$ cat src/rtl/ce_src_pkg.sv
// Shared types and default parameters for the clock-enabled data source.
package ce_src_pkg;

  // Run-control states of the data source
  typedef enum logic [1:0] {
    ST_IDLE  = 2'd0,
    ST_RUN   = 2'd1,
    ST_DRAIN = 2'd2
  } state_t;

  localparam int DEF_WIDTH = 4;
  localparam int DEF_DIV   = 4;
  localparam int DEF_DEPTH = 2;

endpackage

$ cat src/rtl/ce_data_source_if.sv
// Control and data bundle between the data source and whoever drives it.
interface ce_data_source_if
  import ce_src_pkg::*;
#(
  parameter int WIDTH = DEF_WIDTH
);
  logic             Start;
  logic             Stop;
  logic             Load;
  logic [WIDTH-1:0] LdVal;
  logic             Up;
  logic [WIDTH-1:0] Dout;
  logic             Ce;
  logic             Run;
  logic             Wrap;

  modport master (
    output Start, Stop, Load, LdVal, Up,
    input  Dout, Ce, Run, Wrap
  );

  modport slave (
    input  Start, Stop, Load, LdVal, Up,
    output Dout, Ce, Run, Wrap
  );
endinterface

$ cat src/rtl/ce_prescaler.sv
// Modulo-DIV counter producing a registered one-cycle strobe after each wrap.
// Clear has priority over enable; a disabled prescaler holds its count.
module ce_prescaler #(
  parameter int DIV = 4
) (
  input  logic clk,
  input  logic rst_n,
  input  logic clr,
  input  logic en,
  output logic strobe
);
  localparam int CW = (DIV > 1) ? $clog2(DIV) : 1;
  localparam logic [CW-1:0] LAST = CW'(DIV - 1);

  logic [CW-1:0] cnt_r;
  logic          strobe_r;
  logic          at_last_s;

  assign at_last_s = (cnt_r == LAST);
  assign strobe    = strobe_r;

  // Count phase and register the strobe for the cycle after the wrap
  always_ff @(posedge clk or negedge rst_n) begin
    if (!rst_n) begin
      cnt_r    <= '0;
      strobe_r <= 1'b0;
    end else if (clr) begin
      cnt_r    <= '0;
      strobe_r <= 1'b0;
    end else if (en) begin
      strobe_r <= at_last_s;
      cnt_r    <= at_last_s ? '0 : cnt_r + CW'(1);
    end else begin
      strobe_r <= 1'b0;
    end
  end
endmodule

$ cat src/rtl/ce_data_source.sv
// Periodic clock-enable and up/down data word feeding a DEPTH-stage register
// chain. A run ends with a drain of DEPTH strobes so the last word reaches the
// end of the chain before the source goes idle.
module ce_data_source
  import ce_src_pkg::*;
#(
  parameter int WIDTH = DEF_WIDTH,
  parameter int DIV   = DEF_DIV,
  parameter int DEPTH = DEF_DEPTH
) (
  input  logic              CLK,
  input  logic              RST,
  ce_data_source_if.slave   bus
);
  localparam int DCW = $clog2(DEPTH + 1);
  localparam logic [DCW-1:0] DEPTH_V = DCW'(DEPTH);
  localparam logic [DCW-1:0] LAST_V  = DCW'(1);

  state_t           state_r;
  logic [WIDTH-1:0] dout_r;
  logic             wrap_r;
  logic             run_r;
  logic [DCW-1:0]   drain_r;

  logic             ce_s;
  logic             last_s;
  logic             clr_s;
  logic             en_s;
  logic [WIDTH-1:0] step_s;
  logic             wrapping_s;

  ce_prescaler #(
    .DIV (DIV)
  ) u_prescaler (
    .clk    (CLK),
    .rst_n  (RST),
    .clr    (clr_s),
    .en     (en_s),
    .strobe (ce_s)
  );

  // Prescaler is held cleared while idle and on the edge that ends the drain
  always_comb begin
    last_s = 1'b0;
    if ((state_r == ST_DRAIN) && ce_s && (drain_r == LAST_V)) begin
      last_s = 1'b1;
    end else begin
      last_s = 1'b0;
    end
    clr_s = (state_r == ST_IDLE) || last_s;
    en_s  = !clr_s;
  end

  // Next data word for an advance and whether that advance wraps
  always_comb begin
    step_s     = dout_r;
    wrapping_s = 1'b0;
    if (bus.Up) begin
      step_s     = dout_r + WIDTH'(1);
      wrapping_s = (dout_r == {WIDTH{1'b1}});
    end else begin
      step_s     = dout_r - WIDTH'(1);
      wrapping_s = (dout_r == {WIDTH{1'b0}});
    end
  end

  // Run-control FSM with data word, drain counter and wrap pulse
  always_ff @(posedge CLK or negedge RST) begin
    if (!RST) begin
      state_r <= ST_IDLE;
      dout_r  <= '0;
      wrap_r  <= 1'b0;
      run_r   <= 1'b0;
      drain_r <= '0;
    end else begin
      wrap_r <= 1'b0;
      case (state_r)
        ST_IDLE: begin
          if (bus.Load) begin
            dout_r <= bus.LdVal;
          end
          if (bus.Start && !bus.Stop) begin
            state_r <= ST_RUN;
            run_r   <= 1'b1;
          end
        end
        ST_RUN: begin
          // Load wins over an advance on the same edge
          if (bus.Load) begin
            dout_r <= bus.LdVal;
          end else if (ce_s) begin
            dout_r <= step_s;
            wrap_r <= wrapping_s;
          end
          if (bus.Stop) begin
            state_r <= ST_DRAIN;
            drain_r <= DEPTH_V;
          end
        end
        ST_DRAIN: begin
          if (ce_s) begin
            if (drain_r == LAST_V) begin
              state_r <= ST_IDLE;
              run_r   <= 1'b0;
              drain_r <= '0;
            end else begin
              drain_r <= drain_r - DCW'(1);
            end
          end
        end
        default: begin
          state_r <= ST_IDLE;
          run_r   <= 1'b0;
          drain_r <= '0;
        end
      endcase
    end
  end

  assign bus.Dout = dout_r;
  assign bus.Ce   = ce_s;
  assign bus.Run  = run_r;
  assign bus.Wrap = wrap_r;
endmodule

$ cat src/flat_wrapper.sv
// flat-port wrapper written by rule: the top's interface ports become plain ports
module ce_data_source_flat import ce_src_pkg::*;
#(
  parameter int WIDTH = DEF_WIDTH,
  parameter int DIV   = DEF_DIV,
  parameter int DEPTH = DEF_DEPTH
)
  (CLK, RST, bus_Start, bus_Stop, bus_Load, bus_LdVal, bus_Up, bus_Dout, bus_Ce, bus_Run, bus_Wrap);
  ce_data_source_if #(.WIDTH(WIDTH)) bus_i ();
  input  logic CLK;
  input  logic RST;
  input wire logic [$bits(bus_i.Start)-1:0] bus_Start;
  input wire logic [$bits(bus_i.Stop)-1:0] bus_Stop;
  input wire logic [$bits(bus_i.Load)-1:0] bus_Load;
  input wire logic [$bits(bus_i.LdVal)-1:0] bus_LdVal;
  input wire logic [$bits(bus_i.Up)-1:0] bus_Up;
  output wire logic [$bits(bus_i.Dout)-1:0] bus_Dout;
  output wire logic [$bits(bus_i.Ce)-1:0] bus_Ce;
  output wire logic [$bits(bus_i.Run)-1:0] bus_Run;
  output wire logic [$bits(bus_i.Wrap)-1:0] bus_Wrap;
  assign bus_i.Start = bus_Start;
  assign bus_i.Stop = bus_Stop;
  assign bus_i.Load = bus_Load;
  assign bus_i.LdVal = bus_LdVal;
  assign bus_i.Up = bus_Up;
  assign bus_Dout = bus_i.Dout;
  assign bus_Ce = bus_i.Ce;
  assign bus_Run = bus_i.Run;
  assign bus_Wrap = bus_i.Wrap;
  ce_data_source #(.WIDTH(WIDTH), .DIV(DIV), .DEPTH(DEPTH)) u_core (.CLK(CLK), .RST(RST), .bus(bus_i));
endmodule
$ cat config.mk
export PLATFORM = sky130hd
export DESIGN_NAME = ce_data_source_flat
export DESIGN_NICKNAME = d
export VERILOG_FILES = /design/src/rtl/ce_src_pkg.sv /design/src/rtl/ce_data_source_if.sv /design/src/rtl/ce_prescaler.sv /design/src/rtl/ce_data_source.sv /design/src/flat_wrapper.sv
export SDC_FILE = /design/constraint.sdc
export NUM_CORES = 1
export LEC_CHECK = 0
export ABC_AREA = 1
export ABC_CLOCK_PERIOD_IN_PS = 3200
export BUFFER_PORTS_ARGS = -buffer_cell sky130_fd_sc_hd__buf_2
export CORE_AREA = 2 2 43 45
export CTS_BUF_LIST = sky130_fd_sc_hd__clkbuf_8 sky130_fd_sc_hd__clkbuf_16
export DETAILED_ROUTE_END_ITERATION = 8
export DIE_AREA = 0 0 45 47
export GPL_ROUTABILITY_DRIVEN = 0
export PLACE_DENSITY = 0.8
export REMOVE_ABC_BUFFERS = 1
export SETUP_SLACK_MARGIN = 0.1
export SLEW_MARGIN = 0
export SYNTH_ARGS = -nofsm -noshare
export SYNTH_HDL_FRONTEND = slang
export SYNTH_HIERARCHICAL = 1
export SYNTH_SLANG_ARGS = --single-unit
$ cat constraint.sdc
create_clock -name CLK -period 3.2 [get_ports CLK]
set_input_delay 0.16 -clock CLK [delete_from_list [all_inputs] [get_ports CLK]]
set_output_delay 0.16 -clock CLK [all_outputs]
set_load 0.03 [all_outputs]
==> impl_metrics.json, run 1 <==
{
  "synth_largest_area_cell": "sky130_fd_sc_hd__dfrtp_1",
  "critical_path_required_ns": 3.33,
  "crit_path_frequent_cell": "sky130_fd_sc_hd__inv_1",
  "ys_seq_area_share_pct": 37.3,
  "core_area_um2": 1650,
  "route.detailed.drc": 0,
  "post_synth_main_area_contributors": "sky130_fd_sc_hd__dfrtp_1, sky130_fd_sc_hd__nand2_1, sky130_fd_sc_hd__ha_1",
  "die_width_um": 45,
  "fin_crit_sh_pct": 51.2,
  "dieHeight_um": 47,
  "multi_input_area_um2": 462,
  "cell_count_final_fillers_out": 153,
  "finalHoldViolations": 0,
  "drt_wl_total_mm": 1.63,
  "result_of_the_run": "finished, final reports clean",
  "worst_slew_margin_rel_pct": 75.0,
  "start_util_pct": 52.8,
  "layout_common_cells": "sky130_fd_sc_hd__nand2_1, sky130_fd_sc_hd__inv_1, sky130_fd_sc_hd__buf_2",
  "max_stage_delay_ns": 0.38,
  "timing.critical_path.cells": "inv_1 -> ha_1 -> inv_1 -> o31ai_1 -> inv_1 -> o21ai_1 -> nor2_1",
  "groute.layer.met3.usage_pct": 4.62,
  "cts_buffers": 3,
  "setup_skew_after_layout_ns": 0.00480,
  "ys.warnings.count": 6,
  "whs_ns": 0.223,
  "setup_viol_count_final": 0,
  "synth_seq_cells": 13,
  "power_frac_clock_pct": 14.4,
  "min_path_type": "in -> reg",
  "maxCapViolCount": 0,
  "hpwl_mm": 1.29,
  "drive_above_1_share_pct": 22.8,
  "final-seq-area_um2": 325,
  "area_growth_pct": 17.9,
  "routed-via-count": 764,
  "clock_slew_at_reported_path_ffs_ns": 0.05,
  "worst_slew_pin_slew_ns": 0.371,
  "relative_contribution_of_combinational_cells_to_total_power_pct": 56.0,
  "globalRouteTotalUtil_pct": 18.4,
  "critPathLaunchType": "flip-flop",
  "clock_latency_ns": 0.24,
  "synth_top_area_share_pct": 37.3,
  "ctsResizeCount": 0,
  "fin_nets": 155,
  "detailedRoute.firstIterationViolations": 10,
  "max-vdd-ir-drop_mv": 0.501,
  "grt_most_used_layer": "met2",
  "groute.layer.met1.usage_pct": 21.5,
  "crit_type": "reg -> reg",
  "timing_max_transition_violations_final": 0,
  "clk_path_buf_depth": 2,
  "worstPathMaxFanout": 5,
  "cts_h_tree_lvls": 1,
  "via_cell_ratio": 4.99,
  "met2_usage_pct": 32.6,
  "ioPinCount": 17,
  "netSwitchingPower_w": 0.000469,
  "grt_antenna_before_repair": 0,
  "io_buffers": 16,
  "ctsRootBufferMaster": "sky130_fd_sc_hd__clkbuf_8",
  "share_of_total_power_in_sequential_cells_pct": 29.6,
  "p_leak_nw": 0.573,
  "max_freq_mhz": 611,
  "worst_ep_arrival_time_ns": 1.77,
  "grt_setup_unrepaired": "no",
  "internal_power_w": 0.000502,
  "detailedRoute.firstPassIterationCount": 4,
  "syn-cell-area_um2": 872,
  "detail_route.wl_per_cell_um": 10.6,
  "mostFrequentLayoutCell": "sky130_fd_sc_hd__nand2_1",
  "worst_path_max_delay_cell": "sky130_fd_sc_hd__dfrtp_1",
  "worst_setup_path_end_kind": "flip-flop",
  "grt_max_degree": 14,
  "final_layout_setup_total_negative_slack_ns": 0,
  "floorplan.rows": 15,
  "grt_pass1_wl_mm": 2.73,
  "post_synth_inst_count": 115,
  "num_antenna_cells": 0,
  "pwr_density_cell_nw_per_um2": 944,
  "power.switching_fraction_pct": 48.3,
  "number_of_placed_instances_with_taps_included": 148,
  "average_instance_area_after_synthesis_um2": 7.58,
  "via_count_of_the_first_global_routing_pass": 664,
  "final.fill_count": 160,
  "final.min_clock_period_ns": 1.64,
  "antenna_violating_nets_post_route": 0,
  "grt.overflow.total": 0,
  "numClockSinks": 13,
  "synth_cell_types": 19,
  "tritoncts": "yes",
  "die_area_um2": 2120
}
-- power by group through the flow --
| stage | sequential, W | combinational [W] | clock, W |
|---|---|---|---|
| CTS | 0.000288 | 0.000549 | 0.000145 |
| detailed placement | 0.000291 | 0.000541 | 0 |
| global placement | 0.000286 | 0.000522 | 0 |
| global route | 0.000296 | 0.000621 | 0.000150 |
| finish | 0.000287 | 0.000544 | 0.000140 |
| floorplan | 0.000343 | 0.000365 | 0 |
-- critical path, delay by kind of cell (launching register included) --
| kind | cells | cell delay [ns] |
|---|---|---|
| compound gates | 2 | 0.51 |
| flops | 1 | 0.38 |
| fa+ha+maj | 1 | 0.28 |
| simple gates | 1 | 0.05 |
| buf+inv | 3 | 0.30 |
-- cell usage after synthesis, drive strengths merged --
library cell	number
a211oi	1
a21oi	1
a41oi	1
dfrtp	13
fa	1
ha	7
inv	22
nand2	33
nand3	7
nor2	13
o21ai	14
o31ai	1
or2	1
-- state kept, by name (all words and copies together), names as in the netlist --
register	count
u_core/bus.Dout	4
u_core/bus.Run	1
u_core/bus.Wrap	1
u_core/drain_r	2
u_core/state_r	2
u_core/u_prescaler/cnt_r	2
u_core/u_prescaler/strobe	1
-- repair_timing --
item                      in CTS  in global routing
hold buffers                   1                  0
buffers inserted               0                  0
hold endpoints to repair      13                  0
-- cell type report --
class                   count  area share, %
well taps                  17           2.07
clock inverters             1          0.365
repair buffers             17           8.76
multi-input cells          80           44.9
flip-flops and latches     13           31.6
clock buffers               3           4.01
inverters                  22           8.27
-- stage by stage --
| step | util (%) | worst slack (ns) | power [W] | instance area (µm²) |
|---|---|---|---|---|
| after CTS | 62.3 | 1.55 | 0.000982 | 1030 |
| after detailed placement | 58.9 | 1.58 | 0.000832 | 973 |
| after floorplan | - | 1.74 | 0.000708 | 872 |
| after global routing | 62.3 | 1.43 | 0.00107 | 1030 |
| final | 62.3 | 1.56 | 0.000971 | 1030 |
| after global placement | 58.9 | 1.67 | 0.000809 | 973 |
-- routing by layer --
layer	vias to the layer above	part of all wire (%)
met4	0	1.2
met2	12	51
met3	2	3.8
met1	348	44
li1	402	-
met5	-	0
-- path summary, 6_finish.rpt --
path	from	end	slack, ns	cells past startpoint
hold / removal	bus_LdVal[1]	u_core/bus.Dout[1]$_DFFE_PN0P_	0.22	5
max in group asynchronous	RST	u_core/state_r[1]$_DFFE_PN0P_	2.64	2
setup reg to reg	u_core/state_r[0]$_DFFE_PN0P_	u_core/u_prescaler/cnt_r[1]$_DFFE_PN0P_	1.56	7
min in group asynchronous	RST	u_core/bus.Dout[2]$_DFFE_PN0P_	0.33	2
setup / recovery	u_core/state_r[0]$_DFFE_PN0P_	u_core/u_prescaler/cnt_r[1]$_DFFE_PN0P_	1.56	7
hold reg to reg	u_core/bus.Run$_DFFE_PN0P_	u_core/bus.Run$_DFFE_PN0P_	0.49	2
-- kinds of logic after synthesis --
logic type	share of synthesized area, %
compound gates	13.6
simple gates	27.0
flops	37.3
buf+inv	9.76
fa+ha+maj	12.3
Note: power is estimated with default switching activity, not from simulation.
==> inputs of run 2 (changes only) <==
--- a/config.mk
+++ b/config.mk
@@ -6,14 +6,14 @@
 export NUM_CORES = 1
 export LEC_CHECK = 0
 export ABC_AREA = 1
-export ABC_CLOCK_PERIOD_IN_PS = 3200
+export ABC_CLOCK_PERIOD_IN_PS = 1700
 export BUFFER_PORTS_ARGS = -buffer_cell sky130_fd_sc_hd__buf_2
-export CORE_AREA = 2 2 43 45
+export CORE_AREA = 2 2 44 46
 export CTS_BUF_LIST = sky130_fd_sc_hd__clkbuf_8 sky130_fd_sc_hd__clkbuf_16
 export DETAILED_ROUTE_END_ITERATION = 8
-export DIE_AREA = 0 0 45 47
+export DIE_AREA = 0 0 46 48
 export GPL_ROUTABILITY_DRIVEN = 0
-export PLACE_DENSITY = 0.8
+export PLACE_DENSITY = 0.77
 export REMOVE_ABC_BUFFERS = 1
 export SETUP_SLACK_MARGIN = 0.1
 export SLEW_MARGIN = 0
==> constraint.sdc (replaced) <==
create_clock -name CLK -period 1.7 [get_ports CLK]
set_input_delay 0.085 -clock CLK [delete_from_list [all_inputs] [get_ports CLK]]
set_output_delay 0.085 -clock CLK [all_outputs]
set_load 0.03 [all_outputs]
==> run 2 against run 1 <==
Core utilization is 0.42 points lower. Total power up 93%. Clock skew is 0.0045 ns lower. Largest cell class unchanged. Largest power group unchanged. Highest routed layer unchanged.
==> impl_metrics.json, run 2 (same netlist as run 1, synthesis figures left out) <==
{
  "result_of_the_run": "finished, final reports clean",
  "detailedRoute.firstIterationViolations": 21,
  "netSwitchingPower_w": 0.000915,
  "drt_wl_total_mm": 1.71,
  "fin_crit_sh_pct": 88.1,
  "relative_contribution_of_combinational_cells_to_total_power_pct": 57.1,
  "start_util_pct": 51.6,
  "final_layout_setup_total_negative_slack_ns": 0,
  "worst_setup_path_end_kind": "flip-flop",
  "ctsRootBufferMaster": "sky130_fd_sc_hd__clkbuf_8",
  "crit_type": "reg -> reg",
  "via_cell_ratio": 5.08,
  "clock_slew_at_reported_path_ffs_ns": 0.05,
  "share_of_total_power_in_sequential_cells_pct": 28.8,
  "globalRouteTotalUtil_pct": 18.4,
  "worstPathMaxFanout": 5,
  "hpwl_mm": 1.30,
  "power_frac_clock_pct": 14.1,
  "post-route-cell-area_um2": 1040,
  "floorplan.rows": 15,
  "design_power_total_w": 0.00188,
  "worst_ep_arrival_time_ns": 1.63,
  "min_path_type": "in -> reg",
  "detail_route.wl_per_cell_um": 11.2,
  "pwr_density_cell_nw_per_um2": 1800,
  "post-cts-setup-buffer-count": 0,
  "core_area_um2": 1690,
  "io_buffers": 16,
  "mostFrequentLayoutCell": "sky130_fd_sc_hd__nand2_1",
  "layout_common_cells": "sky130_fd_sc_hd__nand2_1, sky130_fd_sc_hd__inv_1, sky130_fd_sc_hd__buf_2",
  "clk_path_buf_depth": 2,
  "numClockSinks": 13,
  "grt.overflow.total": 0,
  "grt_antenna_before_repair": 0,
  "tritoncts": "yes",
  "antenna_violating_nets_post_route": 0,
  "grt_max_degree": 14,
  "grt_pass1_wl_mm": 2.83,
  "finalHoldViolations": 0,
  "via_count_of_the_first_global_routing_pass": 701,
  "cts_buffers": 3,
  "timing_max_transition_violations_final": 0,
  "critical_path_required_ns": 1.83,
  "die_area_um2": 2210,
  "p_leak_nw": 0.573,
  "area_growth_pct": 19.8,
  "num_antenna_cells": 0,
  "routed-via-count": 778,
  "clock_latency_ns": 0.24,
  "drive_above_1_share_pct": 24.3,
  "final.min_clock_period_ns": 1.50,
  "maxCapViolCount": 0,
  "max-vdd-ir-drop_mv": 0.957,
  "fin_nets": 155,
  "max_freq_mhz": 668,
  "detailedRoute.firstPassIterationCount": 4,
  "die_width_um": 46,
  "internal_power_w": 0.000961,
  "cts_h_tree_lvls": 1,
  "setup_viol_count_final": 0,
  "setup_skew_after_layout_ns": 0.000319,
  "detailed_place.area_um2": 973,
  "max_reg_flops": 4,
  "power.switching_fraction_pct": 48.8,
  "ioPinCount": 17,
  "dieHeight_um": 48,
  "grt_setup_unrepaired": "yes",
  "worst_slew_pin_slew_ns": 0.288,
  "critPathLaunchType": "flip-flop",
  "route.detailed.drc": 0,
  "worst_slew_margin_rel_pct": 80.8
}
==> run 2: cell counts in the layout (fill, tap and decap cells not counted) <==
No cell type changed its count.
==> run 2: critical path, stage by stage (launching register included) <==
cell                      delay, ns
sky130_fd_sc_hd__dfrtp_1       0.38
sky130_fd_sc_hd__inv_1         0.10
sky130_fd_sc_hd__ha_2          0.25
sky130_fd_sc_hd__inv_1         0.08
sky130_fd_sc_hd__o31ai_4       0.26
sky130_fd_sc_hd__inv_1         0.12
sky130_fd_sc_hd__o21ai_1       0.15
sky130_fd_sc_hd__nor2_1        0.05
==> run 2: final cells by class <==
cell class | instances | area [µm²]
inverters | 22 | 85.1
clock inverters | 1 | 3.75
clock buffers | 3 | 41.3
flip-flops and latches | 13 | 325
fillers | 150 | 644
well taps | 17 | 21.3
multi-input cells | 80 | 478
repair buffers | 17 | 90.1
==> run 2: path summary, 6_finish.rpt <==
check	start	end	slack, ns	cells after the start
max reg2reg	u_core/state_r[0]$_DFFE_PN0P_	u_core/u_prescaler/cnt_r[1]$_DFFE_PN0P_	0.20	7
max	u_core/state_r[0]$_DFFE_PN0P_	u_core/u_prescaler/cnt_r[1]$_DFFE_PN0P_	0.20	7
max in group asynchronous	RST	u_core/drain_r[0]$_DFFE_PN0P_	1.22	2
min	bus_LdVal[1]	u_core/bus.Dout[1]$_DFFE_PN0P_	0.15	5
min in group asynchronous	RST	u_core/u_prescaler/strobe$_DFF_PN0_	0.26	2
min reg2reg	u_core/bus.Run$_DFFE_PN0P_	u_core/bus.Run$_DFFE_PN0P_	0.50	2
==> run 2: timing repair <==
action | in CTS | in global routing
setup endpoints to repair | 3 | 3
resized for setup | 1 | 2
pin swaps | 0 | 0
hold buffers | 1 | 0
hold endpoints to repair | 13 | 0
cloned | 0 | 0
==> run 2: stage by stage <==
step / instances / utilization [%] / setup slack [ns] / hold WS [ns]
floorplan: 115 / - / 0.235 / -0.211
global placement: 148 / 57.6 / 0.185 / -0.0153
detailed placement: 148 / 57.6 / 0.112 / -0.0183
CTS: 153 / 61.2 / 0.132 / 0.141
global route: 153 / 61.9 / 0.0921 / 0.188
finish: 153 / 61.9 / 0.203 / 0.152
==> run 2: power groups by stage <==
stage	combinational (W)	clock (W)	sequential, W
floorplan	0.000688	0	0.000645
global placement	0.000987	0	0.000539
detailed placement	0.00103	0	0.000544
CTS	0.00105	0.000273	0.000540
global route	0.00123	0.000293	0.000563
finish	0.00107	0.000264	0.000540
==> run 2: layer usage <==
layer / global-route usage, % / wire (µm) / vias up
met5: 0 / 0 / -
met4: 5.14 / 13 / 0
met3: 5.66 / 68 / 2
met2: 32.8 / 848 / 19
met1: 21.4 / 776 / 352
li1: - / - / 405
==> inputs of run 3 (changes only) <==
--- a/config.mk
+++ b/config.mk
@@ -8,10 +8,10 @@
 export ABC_AREA = 1
 export ABC_CLOCK_PERIOD_IN_PS = 1700
 export BUFFER_PORTS_ARGS = -buffer_cell sky130_fd_sc_hd__buf_2
-export CORE_AREA = 2 2 44 46
+export CORE_AREA = 2 2 43 45
 export CTS_BUF_LIST = sky130_fd_sc_hd__clkbuf_8 sky130_fd_sc_hd__clkbuf_16
 export DETAILED_ROUTE_END_ITERATION = 8
-export DIE_AREA = 0 0 46 48
+export DIE_AREA = 0 0 45 47
 export GPL_ROUTABILITY_DRIVEN = 0
 export PLACE_DENSITY = 0.77
 export REMOVE_ABC_BUFFERS = 1
@@ -19,5 +19,4 @@
 export SLEW_MARGIN = 0
 export SYNTH_ARGS = -nofsm -noshare
 export SYNTH_HDL_FRONTEND = slang
-export SYNTH_HIERARCHICAL = 1
 export SYNTH_SLANG_ARGS = --single-unit
==> run 3 against run 2 <==
Hold slack improved by 0.012 ns. Combinational power is 13% lower. Die area shrank 4.2%. Cell area is 6.0% lower. Non-clock buffer count is the same. Total power fell by 5.6%. Final cell count decreased by 5.9%. Largest power group unchanged. Highest routed layer unchanged.
==> impl_metrics.json, run 3 <==
{
  "min_path_type": "in -> reg",
  "critical_path_required_ns": 1.88,
  "final.fill_count": 159,
  "design_power_total_w": 0.00177,
  "grt_pass1_wl_mm": 2.53,
  "detailedRoute.firstIterationViolations": 7,
  "average_instance_area_after_synthesis_um2": 7.78,
  "final.min_clock_period_ns": 1.42,
  "post_synth_inst_count": 106,
  "floorplan.rows": 15,
  "fin_crit_sh_pct": 83.4,
  "worst_setup_path_end_kind": "flip-flop",
  "worst_ep_arrival_time_ns": 1.60,
  "post_synth_main_area_contributors": "sky130_fd_sc_hd__dfrtp_1, sky130_fd_sc_hd__nand2_1, sky130_fd_sc_hd__ha_1",
  "asyncSetResetFlopFracSynth_pct": 100,
  "num_antenna_cells": 0,
  "globalRouteTotalUtil_pct": 16.6,
  "crit_type": "reg -> reg",
  "post-route-cell-area_um2": 982,
  "hold_start": "bus_LdVal[3]",
  "finalHoldViolations": 0,
  "synth_seq_cells": 13,
  "io_buffers": 16,
  "worst_slew_pin_slew_ns": 0.401,
  "crit-reg2reg-capture": "u_core.bus.Dout[0]$_DFFE_PN0P_",
  "setup_ws_ns": 0.282,
  "max-vdd-ir-drop_mv": 1.51,
  "antenna_violating_nets_post_route": 0,
  "timing.critical_path.cells": "inv_1 -> ha_1 -> inv_2 -> nor2_8 -> inv_2 -> o21ai_1 -> inv_1 -> o21ai_2",
  "synth_commonest_cells": "sky130_fd_sc_hd__nand2_1, sky130_fd_sc_hd__inv_1, sky130_fd_sc_hd__dfrtp_1",
  "cts_buffers": 3,
  "r2r_slack_ns": 0.28,
  "whs_path_depth": 5,
  "grt_setup_unrepaired": "no",
  "start_util_pct": 49.9,
  "ff2ff_path_depth": 8,
  "postSynth.topFlopCell": "sky130_fd_sc_hd__dfrtp_1",
  "route.detailed.drc": 0,
  "layout.core_utilization_pct": 59.5,
  "grt_max_degree": 14,
  "max_freq_mhz": 705,
  "detailedRoute.firstPassIterationCount": 4,
  "via_count_of_the_first_global_routing_pass": 612,
  "synth_edf_count": 0,
  "drive_above_1_share_pct": 22.0,
  "max_stage_delay_ns": 0.38,
  "setup_skew_after_layout_ns": 0.00153,
  "synth_top_area_share_pct": 39.5,
  "ys.warnings.count": 0,
  "synth_cell_types": 17,
  "ys_seq_area_share_pct": 39.5,
  "maxCapViolCount": 0,
  "placement.setup.worst_slack_ns": 0.285,
  "worstPathMaxFanout": 6,
  "grt_antenna_before_repair": 0,
  "setup_viol_count_final": 0,
  "final_layout_setup_total_negative_slack_ns": 0,
  "mostFrequentLayoutCell": "sky130_fd_sc_hd__nand2_1",
  "p_leak_nw": 0.553,
  "worstHoldEndpoint": "u_core.bus.Dout[3]$_DFFE_PN0P_",
  "via_cell_ratio": 4.98,
  "clock_latency_ns": 0.25,
  "tritoncts": "yes",
  "dieHeight_um": 47,
  "die_width_um": 45,
  "synth_largest_area_cell": "sky130_fd_sc_hd__dfrtp_1",
  "ioPinCount": 17,
  "hpwl_mm": 1.24,
  "clk_path_buf_depth": 2,
  "clock_slew_at_reported_path_ffs_ns": 0.06,
  "grt.overflow.total": 0,
  "syn-cell-area_um2": 825,
  "layout_common_cells": "sky130_fd_sc_hd__nand2_1, sky130_fd_sc_hd__inv_1, sky130_fd_sc_hd__buf_2",
  "max_reg_flops": 4,
  "die_area_um2": 2120,
  "ctsResizeCount": 0,
  "fin_nets": 146,
  "drt_wl_total_mm": 1.61,
  "critPathLaunchType": "flip-flop",
  "numClockSinks": 13,
  "worst_path_max_delay_cell": "sky130_fd_sc_hd__dfrtp_1",
  "worst_slew_margin_rel_pct": 73.1,
  "pwr_density_cell_nw_per_um2": 1800,
  "detailed_place.area_um2": 926,
  "ctsRootBufferMaster": "sky130_fd_sc_hd__clkbuf_8",
  "crit_reg_reg_startpoint": "u_core.state_r[1]$_DFFE_PN0P_",
  "detail_route.wl_per_cell_um": 11.2,
  "post-synth-top-count-cell": "sky130_fd_sc_hd__nand2_1",
  "cts_h_tree_lvls": 1,
  "routed-via-count": 717,
  "timing_max_transition_violations_final": 0,
  "result_of_the_run": "finished, final reports clean",
  "core_area_um2": 1650,
  "area_growth_pct": 19.1
}
run 3: worst max path at each step:
stage / start / to / slack, ns / cells past startpoint
6_report: u_core.state_r[1]$_DFFE_PN0P_ / u_core.bus.Dout[0]$_DFFE_PN0P_ / 0.28 / 8
5_1_grt: u_core.state_r[1]$_DFFE_PN0P_ / u_core.bus.Dout[1]$_DFFE_PN0P_ / 0.13 / 9
4_1_cts: u_core.state_r[1]$_DFFE_PN0P_ / u_core.bus.Dout[0]$_DFFE_PN0P_ / 0.27 / 8
3_5_place_dp: u_core.state_r[1]$_DFFE_PN0P_ / u_core.bus.Dout[0]$_DFFE_PN0P_ / 0.28 / 8
3_3_place_gp: u_core.state_r[1]$_DFFE_PN0P_ / u_core.bus.Dout[1]$_DFFE_PN0P_ / 0.31 / 9
2_1_floorplan: u_core.bus.Dout[0]$_DFFE_PN0P_ / u_core.bus.Dout[2]$_DFFE_PN0P_ / 0.27 / 6
run 3: final cells by class:
class	count	area, µm²	area share (%)
flip-flops and latches	13	325	33.1
well taps	17	21.3	2.17
multi-input cells	73	424	43.2
clock inverters	1	5.00	0.510
clock buffers	3	41.3	4.20
inverters	20	75.1	7.64
repair buffers	17	90.1	9.17
run 3: logic make-up (layout without fill, tap and decap cells):
| logic type | count (synthesis) | in the layout | synth area share, % |
|---|---|---|---|
| compound gates | 18 | 18 | 13.5 |
| fa+ha+maj | 8 | 8 | 13.0 |
| buf+inv | 20 | 41 | 9.10 |
| flops | 13 | 13 | 39.5 |
| simple gates | 47 | 47 | 24.9 |
run 3: layer usage:
layer	track usage, %	share of wire [%]
met3	4.62	5.5
met2	26.0	46
met1	24.0	48
met4	1.76	0.62
met5	0	0
run 3: critical path: cells and delay by family, from the launching register on:
family	cells	cell delay [ns]
DFF	1	0.38
buffers and inverters	4	0.32
adders and majority gates	1	0.28
AOI/OAI and AO/OA	2	0.23
and+or+nand+nor	1	0.13
run 3: report_power, final:
part,internal (W),leakage [nW],switching [W]
Clock,0.000162,0.0255,0.000127
Sequential,0.000436,0.166,0.000114
Combinational,0.000316,0.362,0.000616
run 3: through the flow:
step / instances / hold WS (ns)
final: 144 / 0.164
after global routing: 144 / 0.188
after CTS: 144 / 0.172
after detailed placement: 139 / -0.00962
after global placement: 139 / -0.0102
after floorplan: 106 / -0.211
run 3: what timing repair did:
| item | CTS | global route |
|---|---|---|
| setup buffers | 0 | 0 |
| endpoints found under the hold margin | 13 | 0 |
| hold buffers | 1 | 0 |
